===== config.mk =====
export PLATFORM = sky130hd
export DESIGN_NAME = axi_mem_width_bridge
export DESIGN_NICKNAME = d
export VERILOG_FILES = /design/src/rtl/axi_mem_width_bridge.sv
export SDC_FILE = /design/constraint.sdc
export NUM_CORES = 1
export LEC_CHECK = 0
export CORE_ASPECT_RATIO = 1.1
export CORE_MARGIN = 4
export CORE_UTILIZATION = 52
export DETAILED_ROUTE_END_ITERATION = 8
export PLACE_DENSITY = 0.86
export SKIP_CTS_REPAIR_TIMING = 1
export SLEW_MARGIN = 20
export SYNTH_ARGS = -nofsm -noshare
export SYNTH_HDL_FRONTEND = slang
export SYNTH_SLANG_ARGS = --single-unit

===== constraint.sdc =====
create_clock -name clk -period 18.5 [get_ports clk]
set_clock_uncertainty 0.2 [all_clocks]
set_input_delay 2.775 -clock clk [delete_from_list [all_inputs] [get_ports clk]]
set_output_delay 2.775 -clock clk [all_outputs]
set_load 0.05 [all_outputs]

===== src/rtl/axi_mem_width_bridge.sv =====
// axi_mem_width_bridge: packs RATIO narrow AXI write beats into one wide
// memory word and unpacks wide memory read words into narrow AXI beats.
// Ports: cfg_* (write/read start address, read length, load/start strobes),
//   AXI_w* (write beat stream), AXI_r* (read beat stream),
//   MEM_* (single-port SRAM: ce/we/addr/wdata/rdata), rd_busy_o, rd_done_o.
// Option: define AXI_MEM_BRIDGE_PREFETCH_EN to add a second read buffer
//   that fetches the next word while the current one drains.
module axi_mem_width_bridge #(
   parameter int AXI_DATA_WIDTH   = 32,
   parameter int MEM_DATA_WIDTH   = 128,
   parameter int MEM_ADDR_WIDTH   = 10,
   parameter int MEM_READ_LATENCY = 1
) (
   input  logic                      clk,
   input  logic                      rst,
   input  logic [MEM_ADDR_WIDTH-1:0] cfg_waddr_i,
   input  logic [MEM_ADDR_WIDTH-1:0] cfg_raddr_i,
   input  logic [MEM_ADDR_WIDTH:0]   cfg_rlen_i,
   input  logic                      cfg_wload_i,
   input  logic                      cfg_rstart_i,
   input  logic                      AXI_wvalid_i,
   output logic                      AXI_wready_o,
   input  logic [AXI_DATA_WIDTH-1:0] AXI_wdata_i,
   input  logic                      AXI_wlast_i,
   output logic                      AXI_rvalid_o,
   input  logic                      AXI_rready_i,
   output logic [AXI_DATA_WIDTH-1:0] AXI_rdata_o,
   output logic                      AXI_rlast_o,
   output logic                      MEM_ce_o,
   output logic                      MEM_we_o,
   output logic [MEM_ADDR_WIDTH-1:0] MEM_addr_o,
   output logic [MEM_DATA_WIDTH-1:0] MEM_wdata_o,
   input  logic [MEM_DATA_WIDTH-1:0] MEM_rdata_i,
   output logic                      rd_busy_o,
   output logic                      rd_done_o
);

   localparam int RATIO = MEM_DATA_WIDTH / AXI_DATA_WIDTH;
   localparam int LW = $clog2(RATIO);
   localparam logic [LW-1:0] LAST_LANE = LW'(RATIO - 1);
   localparam logic [1:0] LAT_END = 2'(MEM_READ_LATENCY - 1);

   typedef enum logic [1:0] {R_IDLE, R_ISSUE, R_WAIT, R_DRAIN} rstate_t;

   // ---------------- write packing ----------------
   logic [MEM_DATA_WIDTH-1:0] wbuf;
   logic [LW-1:0]             wlane;
   logic                      wpend;
   logic [MEM_ADDR_WIDTH-1:0] wptr;

   always_ff @(posedge clk or posedge rst) begin
      if (rst) begin
         wbuf  <= '0;
         wlane <= '0;
         wpend <= 1'b0;
         wptr  <= '0;
      end else if (wpend) begin
         // the pending word goes out this cycle; no beat is accepted
         wpend <= 1'b0;
         wptr  <= wptr + 1'b1;
         wbuf  <= '0;
      end else begin
         if (cfg_wload_i)
            wptr <= cfg_waddr_i;
         if (AXI_wvalid_i) begin
            wbuf[wlane*AXI_DATA_WIDTH +: AXI_DATA_WIDTH] <= AXI_wdata_i;
            if (wlane == LAST_LANE || AXI_wlast_i) begin
               wpend <= 1'b1;
               wlane <= '0;
            end else begin
               wlane <= wlane + 1'b1;
            end
         end
      end
   end

   // ---------------- read unpacking ----------------
   rstate_t                   state, state_n;
   logic [MEM_ADDR_WIDTH-1:0] rptr;
   logic [MEM_ADDR_WIDTH:0]   rem;
   logic [MEM_DATA_WIDTH-1:0] rbuf;
   logic [LW-1:0]             rlane;
   logic                      inflight;
   logic [1:0]                lat_cnt;
   logic                      done_q, done_n;
   logic                      start, cap, hs, last_hs, more, rd_iss, ld_mem;

`ifdef AXI_MEM_BRIDGE_PREFETCH_EN
   logic [MEM_DATA_WIDTH-1:0] pbuf;
   logic                      pf_full, pf_go, ld_pf, ld_pbuf;

   // fetch ahead only when nothing else is outstanding
   assign pf_go = (state == R_DRAIN) && (rem != '0) && !wpend
                  && !inflight && !pf_full;
   // words still owed: unissued, in flight, or parked in pbuf
   assign more = (rem != '0) || pf_full || inflight;
   assign rd_iss = ((state == R_ISSUE) && !wpend) || pf_go;
`else
   assign more = (rem != '0);
   assign rd_iss = (state == R_ISSUE) && !wpend;
`endif

   assign start = (state == R_IDLE) && cfg_rstart_i && (cfg_rlen_i != '0);
   // read data for the outstanding issue is on MEM_rdata_i this cycle
   assign cap = inflight && (lat_cnt == LAT_END);
   assign hs = (state == R_DRAIN) && AXI_rready_i;
   assign last_hs = hs && (rlane == LAST_LANE);

   always_ff @(posedge clk or posedge rst) begin
      if (rst)
         state <= R_IDLE;
      else
         state <= state_n;
   end

   always_comb begin
      state_n = state;
      done_n  = 1'b0;
      ld_mem  = 1'b0;
`ifdef AXI_MEM_BRIDGE_PREFETCH_EN
      ld_pf   = 1'b0;
      ld_pbuf = 1'b0;
`endif
      unique case (state)
         R_IDLE: begin
            if (start)
               state_n = R_ISSUE;
            else if (cfg_rstart_i)
               done_n = 1'b1;
         end
         R_ISSUE: begin
            if (!wpend)
               state_n = R_WAIT;
         end
         R_WAIT: begin
            if (cap) begin
               state_n = R_DRAIN;
               ld_mem  = 1'b1;
            end
         end
         R_DRAIN: begin
`ifdef AXI_MEM_BRIDGE_PREFETCH_EN
            if (cap && !last_hs)
               ld_pbuf = 1'b1;
            if (last_hs) begin
               if (pf_full)
                  ld_pf = 1'b1;
               else if (cap)
                  ld_mem = 1'b1;
               else if (inflight || pf_go)
                  state_n = R_WAIT;
               else if (rem != '0)
                  state_n = R_ISSUE;
               else begin
                  state_n = R_IDLE;
                  done_n  = 1'b1;
               end
            end
`else
            if (last_hs) begin
               if (more)
                  state_n = R_ISSUE;
               else begin
                  state_n = R_IDLE;
                  done_n  = 1'b1;
               end
            end
`endif
         end
         default: state_n = R_IDLE;
      endcase
   end

   always_ff @(posedge clk or posedge rst) begin
      if (rst) begin
         rptr     <= '0;
         rem      <= '0;
         rbuf     <= '0;
         rlane    <= '0;
         inflight <= 1'b0;
         lat_cnt  <= '0;
         done_q   <= 1'b0;
`ifdef AXI_MEM_BRIDGE_PREFETCH_EN
         pbuf     <= '0;
         pf_full  <= 1'b0;
`endif
      end else begin
         done_q <= done_n;
         if (start) begin
            rptr <= cfg_raddr_i;
            rem  <= cfg_rlen_i;
         end
         if (rd_iss) begin
            rptr     <= rptr + 1'b1;
            rem      <= rem - 1'b1;
            inflight <= 1'b1;
            lat_cnt  <= '0;
         end else if (inflight) begin
            if (cap)
               inflight <= 1'b0;
            else
               lat_cnt <= lat_cnt + 1'b1;
         end
         if (ld_mem)
            rbuf <= MEM_rdata_i;
         if (hs)
            rlane <= rlane + 1'b1;
`ifdef AXI_MEM_BRIDGE_PREFETCH_EN
         if (ld_pbuf) begin
            pbuf    <= MEM_rdata_i;
            pf_full <= 1'b1;
         end
         if (ld_pf) begin
            rbuf    <= pbuf;
            pf_full <= 1'b0;
         end
`endif
      end
   end

   // ---------------- outputs ----------------
   assign AXI_wready_o = !wpend && !rst;
   assign AXI_rvalid_o = (state == R_DRAIN);
   assign AXI_rdata_o  = rbuf[rlane*AXI_DATA_WIDTH +: AXI_DATA_WIDTH];
   assign AXI_rlast_o  = AXI_rvalid_o && !more && (rlane == LAST_LANE);
   // writes own the port whenever a word is pending
   assign MEM_ce_o     = wpend || rd_iss;
   assign MEM_we_o     = wpend;
   assign MEM_addr_o   = wpend ? wptr : (rd_iss ? rptr : '0);
   assign MEM_wdata_o  = wpend ? wbuf : '0;
   assign rd_busy_o    = (state != R_IDLE);
   assign rd_done_o    = done_q;

endmodule


# [Word level (Yosys, flattened, before mapping)]
# Cells that the tools add are included.
[totals] regBits=298 inputBits=198 output_inout_bits=177 wordCells=94
[op_classes] n_addsub=7 eq_ne=10 shift=3 mux=35 bitwise_logic=1 reduce_logical=26
[ops] op="$mux W128" count=3
[ops] op="$bwmux W128" count=1
[ops] op="$shift A32 B34 Y128 const A" count=1
[ops] op="$shiftx A128 B8 Y32" count=1
[ops] op="$shiftx A32 B34 Y128" count=1
[ops] op="$mux W10" count=6
[ops] op="$neg A7 Y34" count=1
[ops] op="$mux W11" count=2
[ops] op="$reduce_bool A11 Y1" count=2
[ops] op="$add A10 B1 Y10 const B" count=2
[ops] op="$mux W2" count=8
[ops] op="$mux W1" count=13
[ops] op="$sub A11 B1 Y11 const B" count=1
[ops] op="$reduce_bool A2 Y1" count=5
[ops] op="$logic_and A1 B1 Y1" count=9
[ops] op="$eq A2 B2 Y1 const B" count=4
[ops] op="$pmux W2 S4" count=1
[ops] op="$add A2 B1 Y2 const B" count=3
[ops] op="$ne A2 B2 Y1 const B" count=3
[ops] op="$logic_not A2 Y1" count=2
[ops] op="$ne A2 B1 Y1 const B" count=2
[ops] op="$reduce_and A2 Y1" count=2
[ops] op="$reduce_and A4 Y1" count=1
[ops] op="$logic_not A1 Y1" count=3
[ops] op="other kinds (4)" count=5

# [Logic depth before layout (Yosys ltp)]
[logic_depth] depth_word=5 mapped_depth=8 ltp_nobuf=6

# [Least setup slack after synthesis]
# OpenSTA, ideal clock, no wires.
[synth_timing] kind="in2out" from="input rst" to="output AXI_wready_o" t_arrival_ps=3420 t_required_ps=15525 setup_slack_ps=12105 stages=1 n_path_buf=0 cell_sequence="nor2_1"
[synth_via] elab_chain_len=2
[synth_lines] item="from (decl)" line="15" source="input logic rst,"
[synth_lines] item="$logic_not A1 Y1" line="222" source="assign AXI_wready_o = !wpend && !rst;"
[synth_lines] item="$logic_and A1 B1 Y1" line="222"
[synth_lines] item="to (decl)" line="22" source="output logic AXI_wready_o,"
# No other way between the ends.

# [Worst setup path in the final report]
# Same ends and word-level chain as after synthesis.

==> results.json <==
{
  "ant_nets": 0,
  "grt_pass1_vias": 11124,
  "crit_chain": "clkdlybuf4s50_1, nor2_1, clkdlybuf4s50_1",
  "yosysSeqAreaShare": 0.5553,
  "drc_errors": 0,
  "cts_buffers": 30,
  "final_hold_viol_count": 0,
  "wl_per_cell_um": 22.14,
  "synth_top_area_cell": "dfrtp_1",
  "power.density_mw_per_mm2": 150.5,
  "setup_tns_ns": 0,
  "ys_warn_count": 0,
  "synth_top_area_frac": 0.5553,
  "run_status": "finished, final reports clean",
  "leakagePower_uw": 0.007881,
  "grt_max_degree": 154,
  "fin_crit_sh": 0.3903,
  "num_io_pins": 375,
  "start_util": 0.5299,
  "drv_cap": 0,
  "synth.area.top_cells": "dfrtp_1 56%, mux2_2 11%, a22o_1 8.4%",
  "nets": 1598,
  "syn-num-nets": 1252,
  "grt_usage": 0.2687,
  "cts_sinks": 298,
  "worst_setup_path_end_kind": "output port",
  "crit_type": "input pin to output port",
  "maxSlewViolCount": 0,
  "fp.dieH_um": 176.5,
  "critPathMaxFanout": 2,
  "place.gp.congestion": 0.8817,
  "area_growth_pct": 38.28,
  "holdCritPathClass": "flip-flop to flip-flop",
  "synth_area_per_cell_um2": 12.91,
  "ys.flop_type": "dfrtp_1",
  "fin_area_mm2": 0.01857,
  "path_clk_slew_ns": 0.06,
  "cpPeakStageDelay_ns": 0.81,
  "clock_tree.root_cell": "clkbuf_16",
  "worstPathArrival_ns": 4.25,
  "setup_ws_ns": 11.28,
  "postPlaceCellArea_mm2": 0.01747,
  "cts_tree": "yes",
  "ys_types": 54,
  "dieArea_mm2": 0.02846,
  "synth.most_common_cell": "dfrtp_1",
  "dr.pass1.iters": 5,
  "drive_gt1_frac": 0.1837,
  "overflow": 0,
  "io_buffers": 374,
  "critPathTopFamily": "buffers and inverters",
  "crit_buf_inv": 2,
  "grt_pass1_wl_um": 61350,
  "regArea_mm2": 0.007462,
  "totalWireLength_um": 38920,
  "slew_headroom": 0.2605,
  "hpwl_um": 26380,
  "dieWidth_um": 161.2,
  "antenna_found_initial": 2,
  "finalSetupViolations": 0,
  "cp_slowest_cell": "clkdlybuf4s50_1",
  "clk_latency_ns": 0.55,
  "ir_worst_vdd_v": 0.00009424,
  "worst_pin_slew_ns": 1.109,
  "drt_iter0_drc": 760,
  "rsz0062_at_grt": "false",
  "worstSetupStartpointType": "input pin",
  "ctsHtreeMaxLevel": 1,
  "via_per_inst": 5.825,
  "fillers": 1667,
  "crit_path_frequent_cell": "clkdlybuf4s50_1",
  "rows": 61,
  "required_ns": 15.53,
  "synth_edf_count": 0,
  "multi_input_area_mm2": 0.005663,
  "fp.coreArea_mm2": 0.02534,
  "vias": 10240,
  "cts_buffer_depth": 3,
  "fmaxAchievable_mhz": 138.5,
  "synthTopCellsByCount": "298 x dfrtp_1, 131 x mux2_2, 129 x a22o_1, 129 x and2_1, 54 x clkbuf_1",
  "fin_crit_ns": 7.221,
  "ys_seq_elements": 298,
  "dp_slack_ns": 11.30,
  "async_reset_ff_frac": 1.000,
  "syn_area_mm2": 0.01343,
  "syn_inst": 1040
}
## worst reg2reg max path: stages, from the launching register on
cell and delay (ns):
dfrtp_1 0.37, inv_1 0.12, ha_1 0.26, nand3_4 0.43, buf_4 0.97, mux2_2 0.49
## layout make-up
cell class / instances / area share
Sequential cell: 298 / 0.4019
Multi-Input combinational cell: 652 / 0.3050
Timing Repair Buffer: 389 / 0.2077
Clock buffer: 39 / 0.04549
Tap cell: 346 / 0.02332
Clock inverter: 17 / 0.01267
Inverter: 15 / 0.003706
Antenna cell: 2 / 0.0002695
## state kept, by name, summed over array words and instances (netlist names), 10 cells and up
signal  cells
wptr       10
rem        11
wbuf      128
rbuf      128
rptr       10
## kinds of logic (layout without fill, tap and decap cells)
| group | count (synthesis) | after routing | synth area share |
|---|---|---|---|
| multiplexers | 164 | 164 | 0.1643 |
| flip-flops | 298 | 298 | 0.5553 |
| XOR/XNOR | 2 | 2 | 0.001305 |
| AO/OA/AOI/OAI | 215 | 215 | 0.1286 |
| other | 0 | 2 | 0 |
| AND/OR/NAND/NOR | 257 | 257 | 0.1101 |
| adder cells (fa/ha/maj) | 14 | 14 | 0.01305 |
| buffers and inverters | 90 | 460 | 0.02730 |
## per-layer routing
metal / part of all wire / vias to the layer above / global-route usage
met5: 0 / - / 0
met4: 0.030 / 0 / 0.09278
met3: 0.082 / 85 / 0.07728
met2: 0.50 / 438 / 0.4513
met1: 0.39 / 5199 / 0.3368
li1: - / 4518 / -
## cell usage in the layout (no fill, tap or decap), types with 8 or more instances in the layout
cell,synthesis,routed
a22o_1,129,129
o21ai_0,15,15
nand3_1,13,12
buf_4,0,15
dfrtp_1,298,296
o211ai_1,9,9
nand2_1,40,40
a211oi_1,9,9
ha_1,14,14
nor2_1,23,23
a21oi_1,21,17
clkdlybuf4s50_1,0,374
and2_1,129,129
nor3_1,10,9
clkinv_2,0,8
mux2_2,131,131
clkbuf_16,0,30
mux4_2,32,32
inv_1,14,13
## path summary, 6_finish.rpt
path                                       from                   end  slack, ns  cells past startpoint
max in group asynchronous                   rst  rlane[1]$_DFFE_PP0P_      13.90                      3
setup reg to reg           state[0]$_DFFE_PP0P_  rbuf[16]$_DFFE_PP0P_      15.54                      5
setup / recovery                            rst          AXI_wready_o      11.28                      3
hold / removal             wbuf[39]$_DFFE_PP0P_  wbuf[39]$_DFFE_PP0P_       0.30                      1
min in group asynchronous                   rst  wbuf[34]$_DFFE_PP0P_       2.60                      2
hold reg to reg            wbuf[39]$_DFFE_PP0P_  wbuf[39]$_DFFE_PP0P_       0.30                      1
## where the power goes
part	internal [uW]	switching (uW)	total [uW]	leakage (uW)
registers	852	140	992	0.00376
clock network	393	264	657	0.000540
logic	511	633	1140	0.00358
total	1760	1040	2790	0.00788
## metrics by stage
stage / power [uW] / std cells / util / hold slack [ns]
5_1_grt: 2917 / 1758 / 0.7328 / 0.3015
4_1_cts: 2806 / 1756 / 0.7321 / 0.2959
3_3_place_gp: 2098 / 1700 / 0.6895 / 0.2773
6_report: 2794 / 1758 / 0.7328 / 0.2980
2_1_floorplan: 1777 / 1040 / - / 0.2583
3_5_place_dp: 2140 / 1700 / 0.6895 / 0.2785
No activity file was read; power rests on OpenSTA's default activity.
